<file path="src/rtl/pipe_hazard_ctrl.sv">
// Hazard and sequencing controller for a 5-stage MIPS pipeline: forwarding selects,
// load-use/branch/MDU stalls, flushes, post-reset bubble and multiply/divide tracking.
module pipe_hazard_ctrl #(
  parameter int MULT_CYCLES = 4,
  parameter int DIV_CYCLES  = 32,
  parameter int CNT_W       = 6
) (
  input  logic       clk,
  input  logic       rst_n,
  input  logic [4:0] RsD,
  input  logic [4:0] RtD,
  input  logic [4:0] RsE,
  input  logic [4:0] RtE,
  input  logic [4:0] WriteRegE,
  input  logic [4:0] WriteRegM,
  input  logic [4:0] WriteRegW,
  input  logic       RegWriteE,
  input  logic       RegWriteM,
  input  logic       RegWriteW,
  input  logic       MemtoRegE,
  input  logic       MemtoRegM,
  input  logic       BranchD,
  input  logic       JumpD,
  input  logic       PCSrcD,
  input  logic       MdReqD,
  input  logic       MdStartE,
  input  logic       MdIsDivE,
  output logic       StallF,
  output logic       StallD,
  output logic       FlushD,
  output logic       FlushE,
  output logic       ForwardAD,
  output logic       ForwardBD,
  output logic [1:0] ForwardAE,
  output logic [1:0] ForwardBE,
  output logic       MdBusy,
  output logic       MdDone,
  output logic       MdOverlapErr
);

  typedef enum logic [1:0] {
    BOOT    = 2'd0,
    RUN     = 2'd1,
    MD_BUSY = 2'd2
  } state_e;

  localparam logic [CNT_W-1:0] MULT_LOAD = CNT_W'(MULT_CYCLES - 1);
  localparam logic [CNT_W-1:0] DIV_LOAD  = CNT_W'(DIV_CYCLES - 1);
  localparam logic [CNT_W-1:0] CNT_ZERO  = {CNT_W{1'b0}};
  localparam logic [CNT_W-1:0] CNT_ONE   = {{(CNT_W-1){1'b0}}, 1'b1};

  state_e           state_q, state_d;
  logic [CNT_W-1:0] cnt_q, cnt_d;
  logic             err_q, err_d;

  logic lwstall_s, branchstall_s, mdstall_s, stall_s, cnt_zero_s;

  // $0 is hard-wired, so it never produces a dependency.
  function automatic logic reg_match(input logic [4:0] a, input logic [4:0] b);
    return (a != 5'd0) && (a == b);
  endfunction

  function automatic logic [1:0] fwd_sel(input logic [4:0] src, input logic wm,
                                         input logic [4:0] rm, input logic ww,
                                         input logic [4:0] rw);
    logic [1:0] sel;
    if (wm && reg_match(rm, src)) begin
      sel = 2'b10;
    end else if (ww && reg_match(rw, src)) begin
      sel = 2'b01;
    end else begin
      sel = 2'b00;
    end
    return sel;
  endfunction

  // Forwarding selects, M stage has priority over W.
  always_comb begin
    ForwardAE = fwd_sel(RsE, RegWriteM, WriteRegM, RegWriteW, WriteRegW);
    ForwardBE = fwd_sel(RtE, RegWriteM, WriteRegM, RegWriteW, WriteRegW);
    ForwardAD = RegWriteM && reg_match(WriteRegM, RsD);
    ForwardBD = RegWriteM && reg_match(WriteRegM, RtD);
  end

  // Stall sources.
  always_comb begin
    cnt_zero_s    = (cnt_q == CNT_ZERO);
    lwstall_s     = MemtoRegE && (reg_match(RtE, RsD) || reg_match(RtE, RtD));
    branchstall_s = BranchD &&
                    ((RegWriteE && (reg_match(WriteRegE, RsD) || reg_match(WriteRegE, RtD))) ||
                     (MemtoRegM && (reg_match(WriteRegM, RsD) || reg_match(WriteRegM, RtD))));
    mdstall_s     = (state_q == MD_BUSY) && MdReqD && !cnt_zero_s;
    stall_s       = lwstall_s || branchstall_s || mdstall_s;
  end

  // Pipeline control outputs; a stalled F/D register ignores its clear, so flush waits.
  always_comb begin
    StallF = 1'b1;
    StallD = 1'b0;
    FlushD = 1'b1;
    FlushE = 1'b1;
    case (state_q)
      RUN, MD_BUSY: begin
        StallF = stall_s;
        StallD = stall_s;
        FlushE = stall_s;
        FlushD = (PCSrcD || JumpD) && !stall_s;
      end
      BOOT: begin
        StallF = 1'b1;
        StallD = 1'b0;
        FlushD = 1'b1;
        FlushE = 1'b1;
      end
      default: begin
        StallF = 1'b1;
        StallD = 1'b0;
        FlushD = 1'b1;
        FlushE = 1'b1;
      end
    endcase
    MdBusy       = (state_q == MD_BUSY);
    MdDone       = (state_q == MD_BUSY) && cnt_zero_s;
    MdOverlapErr = err_q;
  end

  // Next state: boot bubble, then MDU countdown with back-to-back reload on the done cycle.
  always_comb begin
    state_d = state_q;
    cnt_d   = cnt_q;
    err_d   = err_q;
    case (state_q)
      BOOT: begin
        state_d = RUN;
        cnt_d   = CNT_ZERO;
      end
      RUN: begin
        if (MdStartE) begin
          state_d = MD_BUSY;
          cnt_d   = MdIsDivE ? DIV_LOAD : MULT_LOAD;
        end else begin
          state_d = RUN;
        end
      end
      MD_BUSY: begin
        if (cnt_zero_s) begin
          if (MdStartE) begin
            state_d = MD_BUSY;
            cnt_d   = MdIsDivE ? DIV_LOAD : MULT_LOAD;
          end else begin
            state_d = RUN;
          end
        end else begin
          cnt_d = cnt_q - CNT_ONE;
          if (MdStartE) begin
            err_d = 1'b1;
          end else begin
            err_d = err_q;
          end
        end
      end
      default: begin
        state_d = BOOT;
        cnt_d   = CNT_ZERO;
      end
    endcase
  end

  // State registers.
  always_ff @(posedge clk or negedge rst_n) begin
    if (!rst_n) begin
      state_q <= BOOT;
      cnt_q   <= CNT_ZERO;
      err_q   <= 1'b0;
    end else begin
      state_q <= state_d;
      cnt_q   <= cnt_d;
      err_q   <= err_d;
    end
  end

endmodule

</file>
<file path="config.mk">
export PLATFORM = sky130hd
export DESIGN_NAME = pipe_hazard_ctrl
export DESIGN_NICKNAME = d
export VERILOG_FILES = /design/src/rtl/pipe_hazard_ctrl.sv
export SDC_FILE = /design/constraint.sdc
export NUM_CORES = 1
export LEC_CHECK = 0
export BUFFER_PORTS_ARGS = -buffer_cell sky130_fd_sc_hd__buf_4
export CAP_MARGIN = 20
export CORE_MARGIN = 2
export CORE_UTILIZATION = 35
export CTS_CLUSTER_SIZE = 12
export DETAILED_ROUTE_END_ITERATION = 10
export GPL_TIMING_DRIVEN = 0
export PLACE_DENSITY_LB_ADDON = 0.2
export SYNTH_ARGS = -nofsm -noshare
export SYNTH_HDL_FRONTEND = slang
export SYNTH_SLANG_ARGS = --single-unit
export TNS_END_PERCENT = 20
</file>
<file path="constraint.sdc">
create_clock -name clk -period 2.1 [get_ports clk]
set_input_delay 0.315 -clock clk [delete_from_list [all_inputs] [get_ports clk]]
set_output_delay 0.315 -clock clk [all_outputs]
set_load 0.1 [all_outputs]
</file>
# ---- Yosys cells after proc, flatten, opt, wreduce, memory -nomap -nowiden
# Index checks and enable logic that the tools add are counted.
dict set report totals {
  regBits 9
  latch_bits 0
  mem_bits_rw 0
  romBits 0
  inputBits 48
  output_inout_bits 13
  word_cells 73
  mem_count 0
}
dict set report classes {
  n_addsub 1
  mul 0
  div_mod_pow 0
  magnitude_cmp 0
  eq_ne 13
  shift 0
  n_mux 14
  bitwise_logic 1
  reduce_logical 41
}
# cell n
set op_table {}
lappend op_table {{equality test 5 bit} 10}
lappend op_table {{logical AND 1 bit} 24}
lappend op_table {{nonzero test 5 bit} 4}
lappend op_table {{2-to-1 mux 6 bit} 2}
lappend op_table {{one-hot mux 6 bit (2 select lines)} 1}
lappend op_table {{2-to-1 mux 2 bit} 4}
lappend op_table {{logical OR 1 bit} 7}
lappend op_table {{logical NOT 6 bit} 1}
lappend op_table {{one-hot mux 2 bit (3 select lines)} 1}
lappend op_table {{subtractor 6 x 1 -> 6 bit, second input constant} 1}
lappend op_table {{2-to-1 mux 1 bit} 5}
lappend op_table {{2-to-1 mux 5 bit} 1}
lappend op_table {{AND reduction 3 bit} 1}
lappend op_table {{equality test 2 x 1 -> 1 bit, second input constant} 1}
lappend op_table {{equality test 2 bit, second input constant} 1}
lappend op_table {{logical NOT 1 bit} 2}
lappend op_table {{logical NOT 2 bit} 1}
lappend op_table {{inequality test 2 x 1 -> 1 bit, second input constant} 1}
lappend op_table {{OR reduction 2 bit} 1}
lappend op_table {{inverter 1 bit} 1}

# ---- Longest topological paths before layout
dict set report depth {
  depth_word 11
  mapped_depth 8
  mapped_depth_nobuf 7
}

# ---- Worst setup path before layout
# No wires, ideal clock.
dict set report synth_timing {
  path_kind {input -> output}
  startpoint {in WriteRegM[0]}
  endpoint {out ForwardAE[0]}
  arrival_ns 5.831
  t_required_ns 1.785
  slack_ns -4.046
  stages 6
  n_path_buf 1
  cell_sequence {clkbuf_1 -> nor3_1 -> nand2_1 -> nand2_1 -> nor4_1 -> nor4_1}
}
dict set report synth_between {
  elab_chain_cells 4
  elab_cells_between_ends 5
}
# item line
set synth_lines {}
lappend synth_lines {{from (decl)} 15} ;# input logic [4:0] WriteRegM,
lappend synth_lines {{equality test 5 bit / nonzero test 5 bit (equally long branches)} 60} ;# return (a != 5'd0) && (a == b);
lappend synth_lines {{logical AND 1 bit (*)} 60}
lappend synth_lines {{logical AND 1 bit (*)} 67} ;# if (wm && reg_match(rm, src)) begin
lappend synth_lines {{2-to-1 mux 2 bit (*)} 67}
lappend synth_lines {{to (decl)} 34} ;# output logic [1:0] ForwardAE,
# Every way passes the cells marked *; elsewhere a longest branch is shown, timed or not.

# ---- Worst setup path in the final report
dict set report layout_timing {
  startpoint {reg cnt_q[0]}
  endpoint {out StallF}
}
dict set report layout_between {
  elab_chain_cells 5
}
# item line
set layout_lines {}
lappend layout_lines {{from (decl)} 53} ;# logic [CNT_W-1:0] cnt_q, cnt_d;
lappend layout_lines {{from (signal assigned)} 177} ;# cnt_q <= cnt_d;
lappend layout_lines {{logical NOT 6 bit} 87} ;# cnt_zero_s = (cnt_q == CNT_ZERO);
lappend layout_lines {{logical NOT 1 bit} 92} ;# mdstall_s = (state_q == MD_BUSY) && MdReqD && !cnt_zero_s;
lappend layout_lines {{logical AND 1 bit} 92}
lappend layout_lines {{logical OR 1 bit} 93} ;# stall_s = lwstall_s || branchstall_s || mdstall_s;
lappend layout_lines {{2-to-1 mux 1 bit} 102} ;# case (state_q)
lappend layout_lines {{to (decl)} 28} ;# output logic StallF,
# Every way passes these cells.

==> reports/qor.yml <==
worst_slew_pin_slew_ps: 409
synth_cells: 166
grt.overflow.total: 0
cts_tree: "built"
synthFlopType: "dfrtp_1"
placed_area_um2: 1930
clkTransAtPathRegs_ps: 50
async_flop_share_pct: 100
antenna_cells_inserted: 0
crit_type: "register to output pin"
crit_end: "StallF"
grt_util_all_layers_pct: 18.3
netlist_area_um2: 1300
via_count: 1402
drt_iter0_markers: 63
final_cell_mix: "buf_4 (51), xor2_1 (25), xnor2_1 (23)"
power_density_nw_per_um2: 1020
drc: 0
portBuffers: 49
synthDistinctLibCells: 35
clk_latency_ps: 240
crit_required_ps: 1780
rows: 22
cp.arrival_ps: 2290
max_cap_viol_count: 0
wl_per_cell_um: 13.2
tns_ps: -2000
fin_crit_ps: 2600
design_area_um2: 2090
synth_edf_count: 0
drive_gt1_share_pct: 39.5
totalWireLength_um: 3640
synth_top_cell_area_share_pct: 17.5
critPathLaunchType: "register"
preCtsSetupSlack_ps: -519
postSynthAreaPerCell_um2: 7.85
h-tree-depth: 1
max_freq_mhz: 384
r2r_end: "cnt_q[3]"
drv_slew: 0
cp_max_fo: 3
die_area_um2: 4230
synth_area_leader_cell: "xnor2_1"
timing.final.crit_share_pct: 124
multi_input_area_um2: 1110
finalClockSkew_ps: 10.3
ant_nets: 0
fillers: 330
final_common_cell: "buf_4"
grt_antenna_before_repair: 0
rr_worst_depth: 8
start_util_pct: 35.9
io_pins: 61
crit_path_end_kind: "output pin"
timing.rr.start: "cnt_q[0]"
chipHeight_um: 65.0
grt_pass1_vias: 1361
synth.top_cells.by_area: "xnor2_1 (17%), dfrtp_1 (17%), xor2_1 (17%)"
setup_ws_ps: -503
clock_path_buffers: 2
finalHoldViolCount: 0
clock-root-buffer: "clkbuf_8"
power.total_uw: 2130
yosys_register_bits: 9
core-area_um2: 3630
cts.sinks: 9
area_delta_synth_final_pct: 60.7
dp_hpwl_um: 2980
hold_class: "input pin to async pin"
routed_via_density: 5.08
postLayoutCoreUtil_pct: 57.6
place.gp.congestion: 0.769
first_pass_iters: 4
irDropWorstVdd_v: 0.000457
yosysSeqAreaShare_pct: 17.3
rsz0062_at_grt: "yes"
outcome: "complete, but fails checks"
leakage_uw: 0.000908
regArea_um2: 225
synth_warnings: 0
regToRegSetupSlack_ps: 120
numCtsBuffers: 3
die_w_um: 65.0
grt_max_degree: 11
grt_pass1_wl_um: 6100
slew_headroom_pct: 72.7
crit_start: "cnt_q[0]"
finalSetupViolations: 5
synth_fp_nets: 219
finalNetCount: 282
violations: "setup timing"
per-layer routing:
layer / GRT usage, % / up-vias / part of all wire, %
met5: 0 / - / 0
met4: 6.51 / 0 / 1.3
met3: 1.74 / 4 / 4.2
met2: 29.9 / 39 / 47
met1: 25.1 / 653 / 47
li1: - / 706 / -
cell families (layout without fill, tap and decap cells):
| kind of cell | count (synthesis) | in the layout | share of synthesized area [%] |
|---|---|---|---|
| simple gates | 48 | 48 | 19.6 |
| buf+inv | 21 | 83 | 6.91 |
| flops | 9 | 9 | 17.3 |
| compound gates | 32 | 32 | 17.2 |
| xor+xnor | 51 | 51 | 34.3 |
| fa+ha+maj | 5 | 5 | 4.80 |
power breakdown:
group	switching [µW]	internal [µW]
logic	988	626
clock network	79.0	130
registers	72.4	236
through the flow:
stage | std cells | hold WS [ps]
after floorplan | 166 | 19.4
after global placement | 263 | 146
after detailed placement | 263 | 149
after CTS | 275 | 431
after global routing | 276 | 437
final | 276 | 425
cell type report:
type / count / share of cell area [%]
Inverter: 8 / 1.43
Clock inverter: 1 / 0.239
Sequential cell: 9 / 10.8
Tap cell: 48 / 2.87
Multi-Input combinational cell: 136 / 52.8
Buffer: 13 / 7.11
Timing Repair Buffer: 58 / 22.8
Clock buffer: 3 / 1.97
synthesized netlist by cell type, types with 3 or more instances:
| cell | instances |
|---|---|
| ha_1 | 5 |
| o22ai_1 | 5 |
| xnor2_1 | 26 |
| a21o_1 | 4 |
| inv_1 | 8 |
| nand3_1 | 10 |
| a21oi_1 | 5 |
| dfrtp_1 | 9 |
| o21ai_0 | 3 |
| nor3_1 | 7 |
| clkbuf_1 | 9 |
| or4_1 | 4 |
| xor2_1 | 25 |
| nand2_1 | 9 |
| nor4_1 | 5 |
| nor2_1 | 8 |
registers in the layout (all words and copies together) (netlist names):
register / cells
state_q: 2
MdOverlapErr: 1
cnt_q: 6
worst min path at each step:
stage	end	slack, ps	depth (start not counted)
after global routing	cnt_q[3]	440	2
after CTS	MdOverlapErr	430	2
final	cnt_q[3]	420	2
after floorplan	MdOverlapErr	20	0
after detailed placement	MdOverlapErr	150	1
after global placement	MdOverlapErr	150	1
critical path, stage by stage (launching register included):
cell and delay (ps):
dfrtp_1 390, inv_2 80, ha_4 120, or3b_4 370, o31a_1 270, buf_6 130, a22oi_2 170, nand4_1 180
buf_8 180, buf_12 150
what timing repair did:
action                                  CTS  global route
hold buffers                              1             0
setup buffers                             7             1
endpoints found under the setup margin    5             8
pin swaps                                 6             3
endpoints found under the hold margin     9             0
resized for setup                        11             2
Note: power is estimated with default switching activity, not from simulation.
